==> src/rtl/inject_arb_pkg.sv <==
// Shared types, constants and the round-robin pick function for inject_arbiter_vc.
package inject_arb_pkg;

  localparam int unsigned STAT_W   = 16;
  localparam logic [STAT_W-1:0] STAT_MAX = {STAT_W{1'b1}};

  // Upper bound on requesters the pick function can scan
  localparam int unsigned MAX_REQ  = 32;
  localparam int unsigned MAX_IDW  = 5;

  typedef struct packed {
    logic               found;
    logic [MAX_IDW-1:0] idx;
  } rr_pick_t;

  // First set bit of req scanning ptr, ptr+1, ... wrapping modulo n (ptr < n <= MAX_REQ)
  function automatic rr_pick_t rr_pick(input logic [MAX_REQ-1:0] req,
                                       input int unsigned        ptr,
                                       input int unsigned        n);
    rr_pick_t    res;
    int unsigned j;
    res = '0;
    for (int unsigned i = 0; i < MAX_REQ; i++) begin
      if (i < n) begin
        j = ptr + i;
        if (j >= n) j = j - n;
        if (!res.found && req[j]) begin
          res.found = 1'b1;
          res.idx   = MAX_IDW'(j);
        end
      end
    end
    return res;
  endfunction

endpackage

==> src/rtl/inject_arbiter_vc_rr_arbiter.sv <==
// Combinational round-robin picker: lowest-distance valid requester from ptr_i.
module rr_arbiter
  import inject_arb_pkg::*;
#(
  parameter int unsigned NUM_REQ = 4,
  parameter int unsigned IDW     = (NUM_REQ > 1) ? $clog2(NUM_REQ) : 1
) (
  input  logic [NUM_REQ-1:0] req_i,
  input  logic [IDW-1:0]     ptr_i,
  output logic               found_c_o,
  output logic [IDW-1:0]     idx_c_o
);

  rr_pick_t pick_c;

  // Scan requests starting at the pointer
  always_comb begin
    pick_c    = rr_pick(MAX_REQ'(req_i), 32'(ptr_i), NUM_REQ);
    found_c_o = pick_c.found;
    idx_c_o   = IDW'(pick_c.idx);
  end

endmodule

==> src/rtl/inject_arbiter_vc.sv <==
// Round-robin arbiter sharing one packetizer injection port among NUM_REQ requesters,
// through a one-entry output register (1 word/clk, 1 cycle latency).
// Optional grant statistics: define INJECT_ARBITER_STATS_EN.
module inject_arbiter_vc
  import inject_arb_pkg::*;
#(
  parameter  int unsigned NUM_REQ       = 4,
  parameter  int unsigned ADDRESS_WIDTH = 4,
  parameter  int unsigned WIDTH_IN      = 12,
  localparam int unsigned GW            = (NUM_REQ > 1) ? $clog2(NUM_REQ) : 1
) (
  input  logic                              clk,
  input  logic                              rst_n,
  input  logic [NUM_REQ*WIDTH_IN-1:0]       req_data_in,
  input  logic [NUM_REQ*ADDRESS_WIDTH-1:0]  req_dst_in,
  input  logic [NUM_REQ-1:0]                req_valid_in,
  output logic [NUM_REQ-1:0]                req_ready_out,
  output logic [WIDTH_IN-1:0]               data_out,
  output logic [ADDRESS_WIDTH-1:0]          dst_out,
  output logic                              valid_out,
  input  logic                              ready_in,
`ifdef INJECT_ARBITER_STATS_EN
  input  logic [GW-1:0]                     stat_sel_in,
  output logic [STAT_W-1:0]                 stat_count_out,
`endif
  output logic [GW-1:0]                     grant_id_out
);

  typedef enum logic {
    ST_EMPTY = 1'b0,
    ST_FULL  = 1'b1
  } state_e;

  state_e                   state_q, state_d;
  logic [WIDTH_IN-1:0]      data_q,  data_d;
  logic [ADDRESS_WIDTH-1:0] dst_q,   dst_d;
  logic [GW-1:0]            gid_q,   gid_d;
  logic [GW-1:0]            ptr_q,   ptr_d;

  logic                     found_c;
  logic [GW-1:0]            win_c;
  logic                     load_en_c;
  logic                     load_c;

  rr_arbiter #(
    .NUM_REQ (NUM_REQ),
    .IDW     (GW)
  ) u_rr (
    .req_i     (req_valid_in),
    .ptr_i     (ptr_q),
    .found_c_o (found_c),
    .idx_c_o   (win_c)
  );

  // Next-state, register load and ready generation
  always_comb begin
    state_d       = state_q;
    data_d        = data_q;
    dst_d         = dst_q;
    gid_d         = gid_q;
    ptr_d         = ptr_q;
    req_ready_out = '0;
    load_en_c     = (state_q == ST_EMPTY) | ready_in;
    load_c        = load_en_c & found_c;

    if (load_en_c) begin
      if (found_c) begin
        state_d = ST_FULL;
        gid_d   = win_c;
        ptr_d   = (32'(win_c) == NUM_REQ - 1) ? '0 : win_c + GW'(1);
        for (int unsigned i = 0; i < NUM_REQ; i++) begin
          if (GW'(i) == win_c) begin
            data_d           = req_data_in[i*WIDTH_IN +: WIDTH_IN];
            dst_d            = req_dst_in[i*ADDRESS_WIDTH +: ADDRESS_WIDTH];
            req_ready_out[i] = rst_n;
          end
        end
      end else begin
        state_d = ST_EMPTY;
      end
    end
  end

  // Output register and round-robin pointer
  always_ff @(posedge clk or negedge rst_n) begin
    if (!rst_n) begin
      state_q <= ST_EMPTY;
      data_q  <= '0;
      dst_q   <= '0;
      gid_q   <= '0;
      ptr_q   <= '0;
    end else begin
      state_q <= state_d;
      data_q  <= data_d;
      dst_q   <= dst_d;
      gid_q   <= gid_d;
      ptr_q   <= ptr_d;
    end
  end

  assign valid_out    = (state_q == ST_FULL);
  assign data_out     = data_q;
  assign dst_out      = dst_q;
  assign grant_id_out = gid_q;

`ifdef INJECT_ARBITER_STATS_EN
  logic [STAT_W-1:0] cnt_q [NUM_REQ];
  logic [STAT_W-1:0] cnt_d [NUM_REQ];

  // Saturating per-requester grant counters
  always_comb begin
    for (int unsigned i = 0; i < NUM_REQ; i++) begin
      cnt_d[i] = cnt_q[i];
      if (load_c && (GW'(i) == win_c) && (cnt_q[i] != STAT_MAX)) begin
        cnt_d[i] = cnt_q[i] + STAT_W'(1);
      end
    end
  end

  // Counter registers
  always_ff @(posedge clk or negedge rst_n) begin
    if (!rst_n) begin
      for (int unsigned i = 0; i < NUM_REQ; i++) cnt_q[i] <= '0;
    end else begin
      for (int unsigned i = 0; i < NUM_REQ; i++) cnt_q[i] <= cnt_d[i];
    end
  end

  // Counter readback mux
  always_comb begin
    stat_count_out = '0;
    for (int unsigned i = 0; i < NUM_REQ; i++) begin
      if (GW'(i) == stat_sel_in) stat_count_out = cnt_q[i];
    end
  end
`else
  logic unused_load_c;
  assign unused_load_c = load_c;
`endif

endmodule

==> config.mk <==
export PLATFORM = sky130hd
export DESIGN_NAME = inject_arbiter_vc
export DESIGN_NICKNAME = d
export VERILOG_FILES = /design/src/rtl/inject_arb_pkg.sv /design/src/rtl/inject_arbiter_vc_rr_arbiter.sv /design/src/rtl/inject_arbiter_vc.sv
export SDC_FILE = /design/constraint.sdc
export NUM_CORES = 1
export LEC_CHECK = 0
export ABC_AREA = 0
export CORE_AREA = 2 2 88 64
export CTS_BUF_LIST = sky130_fd_sc_hd__clkbuf_8 sky130_fd_sc_hd__clkbuf_16
export DETAILED_ROUTE_END_ITERATION = 10
export DIE_AREA = 0 0 90 66
export DONT_BUFFER_PORTS = 1
export SLEW_MARGIN = 20
export SYNTH_ARGS = -nofsm -noshare
export SYNTH_HDL_FRONTEND = slang
export SYNTH_SLANG_ARGS = --single-unit
==> constraint.sdc <==
create_clock -name clk -period 10.25 [get_ports clk]
set_clock_uncertainty 0.15 [all_clocks]
set_input_delay 2.05 -clock clk [delete_from_list [all_inputs] [get_ports clk]]
set_output_delay 2.05 -clock clk [all_outputs]
set_load 0.005 [all_outputs]
==> flow_metrics.py <==
metrics = {
    "power_and_ir_drop": {
        "combPwrFrac_pct": 71.9,
        "peakVddDrop_mv": 0.185,
        "power_mw": 0.814,
        "pwr-share-seq_pct": 21.5,
        "pwr-share-clk_pct": 6.6,
        "p_int_mw": 0.450,
        "power_density_mw_per_mm2": 452,
        "p_leak_nw": 0.788,
        "p_switching_mw": 0.363,
        "sw_frac_of_total_pct": 44.6,
    },
    "die": {
        "die_width_um": 90,
        "start_util_pct": 33.8,
        "die_y_um": 66,
        "core_mm2": 0.00512,
        "rows": 22,
        "die_area_mm2": 0.00594,
        "num_io_pins": 94,
    },
    "clock_tree": {
        "cts_tree": "yes",
        "clk_latency_ps": 260,
        "h-tree-depth": 1,
        "cts_buffer_depth": 2,
        "clkTransAtPathRegs_ps": 80,
        "numCtsBuffers": 3,
        "clock-sinks": 21,
        "post_cts_buffers": 0,
        "cts_hold_buf": 0,
        "postCtsResizedCells": 0,
        "cts_root_buffer": "clkbuf_8",
    },
    "detailed_routing": {
        "dr.pass1.iters": 6,
        "drc": 0,
        "drt_iter0_drc": 31,
        "postRouteAntennaNets": 0,
        "vias": 1220,
        "finalWirelength_mm": 3.76,
        "avgViaCountPerCell": 4.96,
        "wl_per_cell_um": 15.3,
    },
    "global_route": {
        "antenna_found_initial": 0,
        "grt_pass1_vias": 1258,
        "grt_max_degree": 34,
        "track_usage_pct": 12.5,
        "grt_pass1_wl_mm": 6.00,
        "grt_overflow": 0,
    },
    "final_layout": {
        "drive_gt1_share_pct": 16.7,
        "multi_input_area_mm2": 0.00112,
        "fillers": 538,
        "regArea_um2": 526,
        "final_cell_mix": "dfrtp_1 (21), mux2i_1 (19), nand2_1 (19)",
        "final_common_cell": "dfrtp_1",
        "final_cells": 246,
        "diodes": 0,
        "utilization_pct": 35.2,
        "syn2layout_area_growth_pct": 3.90,
        "nNetsFinal": 255,
    },
    "sta": {
        "setup_viol": 0,
        "finalSetupTns_ps": 0,
        "slew_viol_final": 0,
        "hold_violations": 0,
        "fmax_mhz": 147,
        "slew_headroom_pct": 33.5,
        "finalCritPeriodShare_pct": 66.3,
        "period_needed_ps": 6790,
        "grt_setup_unrepaired": "false",
        "tightest_slew_ps": 997,
        "fin_hold_ws_ps": 394,
    },
    "synthesis": {
        "syn-mean-instance-area_um2": 9.52,
        "async_flop_share_pct": 100,
        "synth.yosys.seq_area_share_pct": 30.3,
        "ys.warnings.count": 0,
        "syn_inst": 182,
        "ys.flop_type": "dfrtp_1",
        "ys_seq_elements": 21,
        "synthesis.area_mm2": 0.00173,
        "synth_cell_types": 32,
        "synth_nets": 262,
        "synth_edf_count": 0,
    },
    "run": {
        "drv_cap": 0,
    },
    "status": {
        "outcome": "complete, no violations",
    },
    "setup_path": {
        "path_max_fanout": 17,
        "worstSetupStartpointType": "input pin",
        "critPathCaptureType": "primary output",
        "crit_type": "in2out",
        "reg2reg_slack_ps": 6010,
        "arrival_ps": 4590,
        "cp_data_required_time_ps": 8050,
    },
    "place": {
        "hpwlAfterDp_mm": 2.91,
        "place_inst": 242,
        "gp_congestion": 0.805,
        "port_buffers": 0,
    },
    "min_path": {
        "min_path_type": "reg2reg",
    },
}
-- flip-flops by register name, indices dropped and copies added (netlist names) --
name and flops:
data_out 12, dst_out 4, grant_id_out 2, valid_out 1, ptr_q 2
-- power by group through the flow --
stage	registers, mW	clock network (mW)	logic (mW)
6_report	0.175	0.0534	0.585
5_1_grt	0.183	0.0595	0.659
4_1_cts	0.177	0.0570	0.589
3_5_place_dp	0.178	0	0.587
3_3_place_gp	0.178	0	0.581
2_1_floorplan	0.159	0	0.532
-- worst max-delay path, cell delays in order --
cell and delay [ps]:
mux4_2 510, a2111oi_4 530, a311oi_1 220, nor2_1 190, ha_1 780, and3_1 300
-- Yosys cell counts, types with 4 or more instances --
cell / number / area (µm²)
a21oi_1: 17 / 85.1
and3_1: 4 / 25.0
clkbuf_1: 8 / 30.0
dfrtp_1: 21 / 526
ha_1: 9 / 113
inv_1: 6 / 22.5
mux2_2: 4 / 45.0
mux2_4: 14 / 210
mux2i_1: 19 / 190
nand2_1: 19 / 71.3
nor2_1: 18 / 67.6
o21ai_0: 17 / 85.1
-- through the flow --
| stage | area [µm²] | setup slack (ps) |
|---|---|---|
| final | 1800 | 3460 |
| after detailed placement | 1750 | 3450 |
| after global routing | 1800 | 3220 |
| after floorplan | 1730 | 3620 |
| after CTS | 1800 | 3440 |
| after global placement | 1750 | 3480 |
-- layer usage --
metal / track usage (%) / vias to the layer above / wire length, µm
met4: 3.46 / 0 / 19
met5: 0 / - / 0
met3: 4.68 / 2 / 215
met1: 15.7 / 563 / 1780
met2: 20.5 / 32 / 1740
li1: - / 623 / -
-- final cells by class --
class	instances	share of cell area, %
inverters	6	1.25
multi-input cells	143	62.0
well taps	72	5.00
flip-flops and latches	21	29.2
clock buffers	3	2.29
clock inverters	1	0.278
-- worst paths after layout --
kind | start | to | cells past startpoint
max | req_valid_in[3] | req_ready_out[1] | 6
min | data_out[2] | data_out[2] | 1
max reg2reg | ptr_q[0] | data_out[10] | 13
min reg2reg | data_out[2] | data_out[2] | 1
max in group asynchronous | rst_n | data_out[0] | 0
min in group asynchronous | rst_n | data_out[6] | 0
-- cell families after synthesis --
| logic type | count (synthesis) | share of synthesized area (%) |
|---|---|---|
| simple gates | 51 | 13.1 |
| compound gates | 43 | 16.0 |
| mux | 39 | 28.3 |
| flops | 21 | 30.3 |
| buf+inv | 18 | 5.27 |
| fa+ha+maj | 9 | 6.50 |
| xor+xnor | 1 | 0.506 |
(Power assumes the default switching activity.)
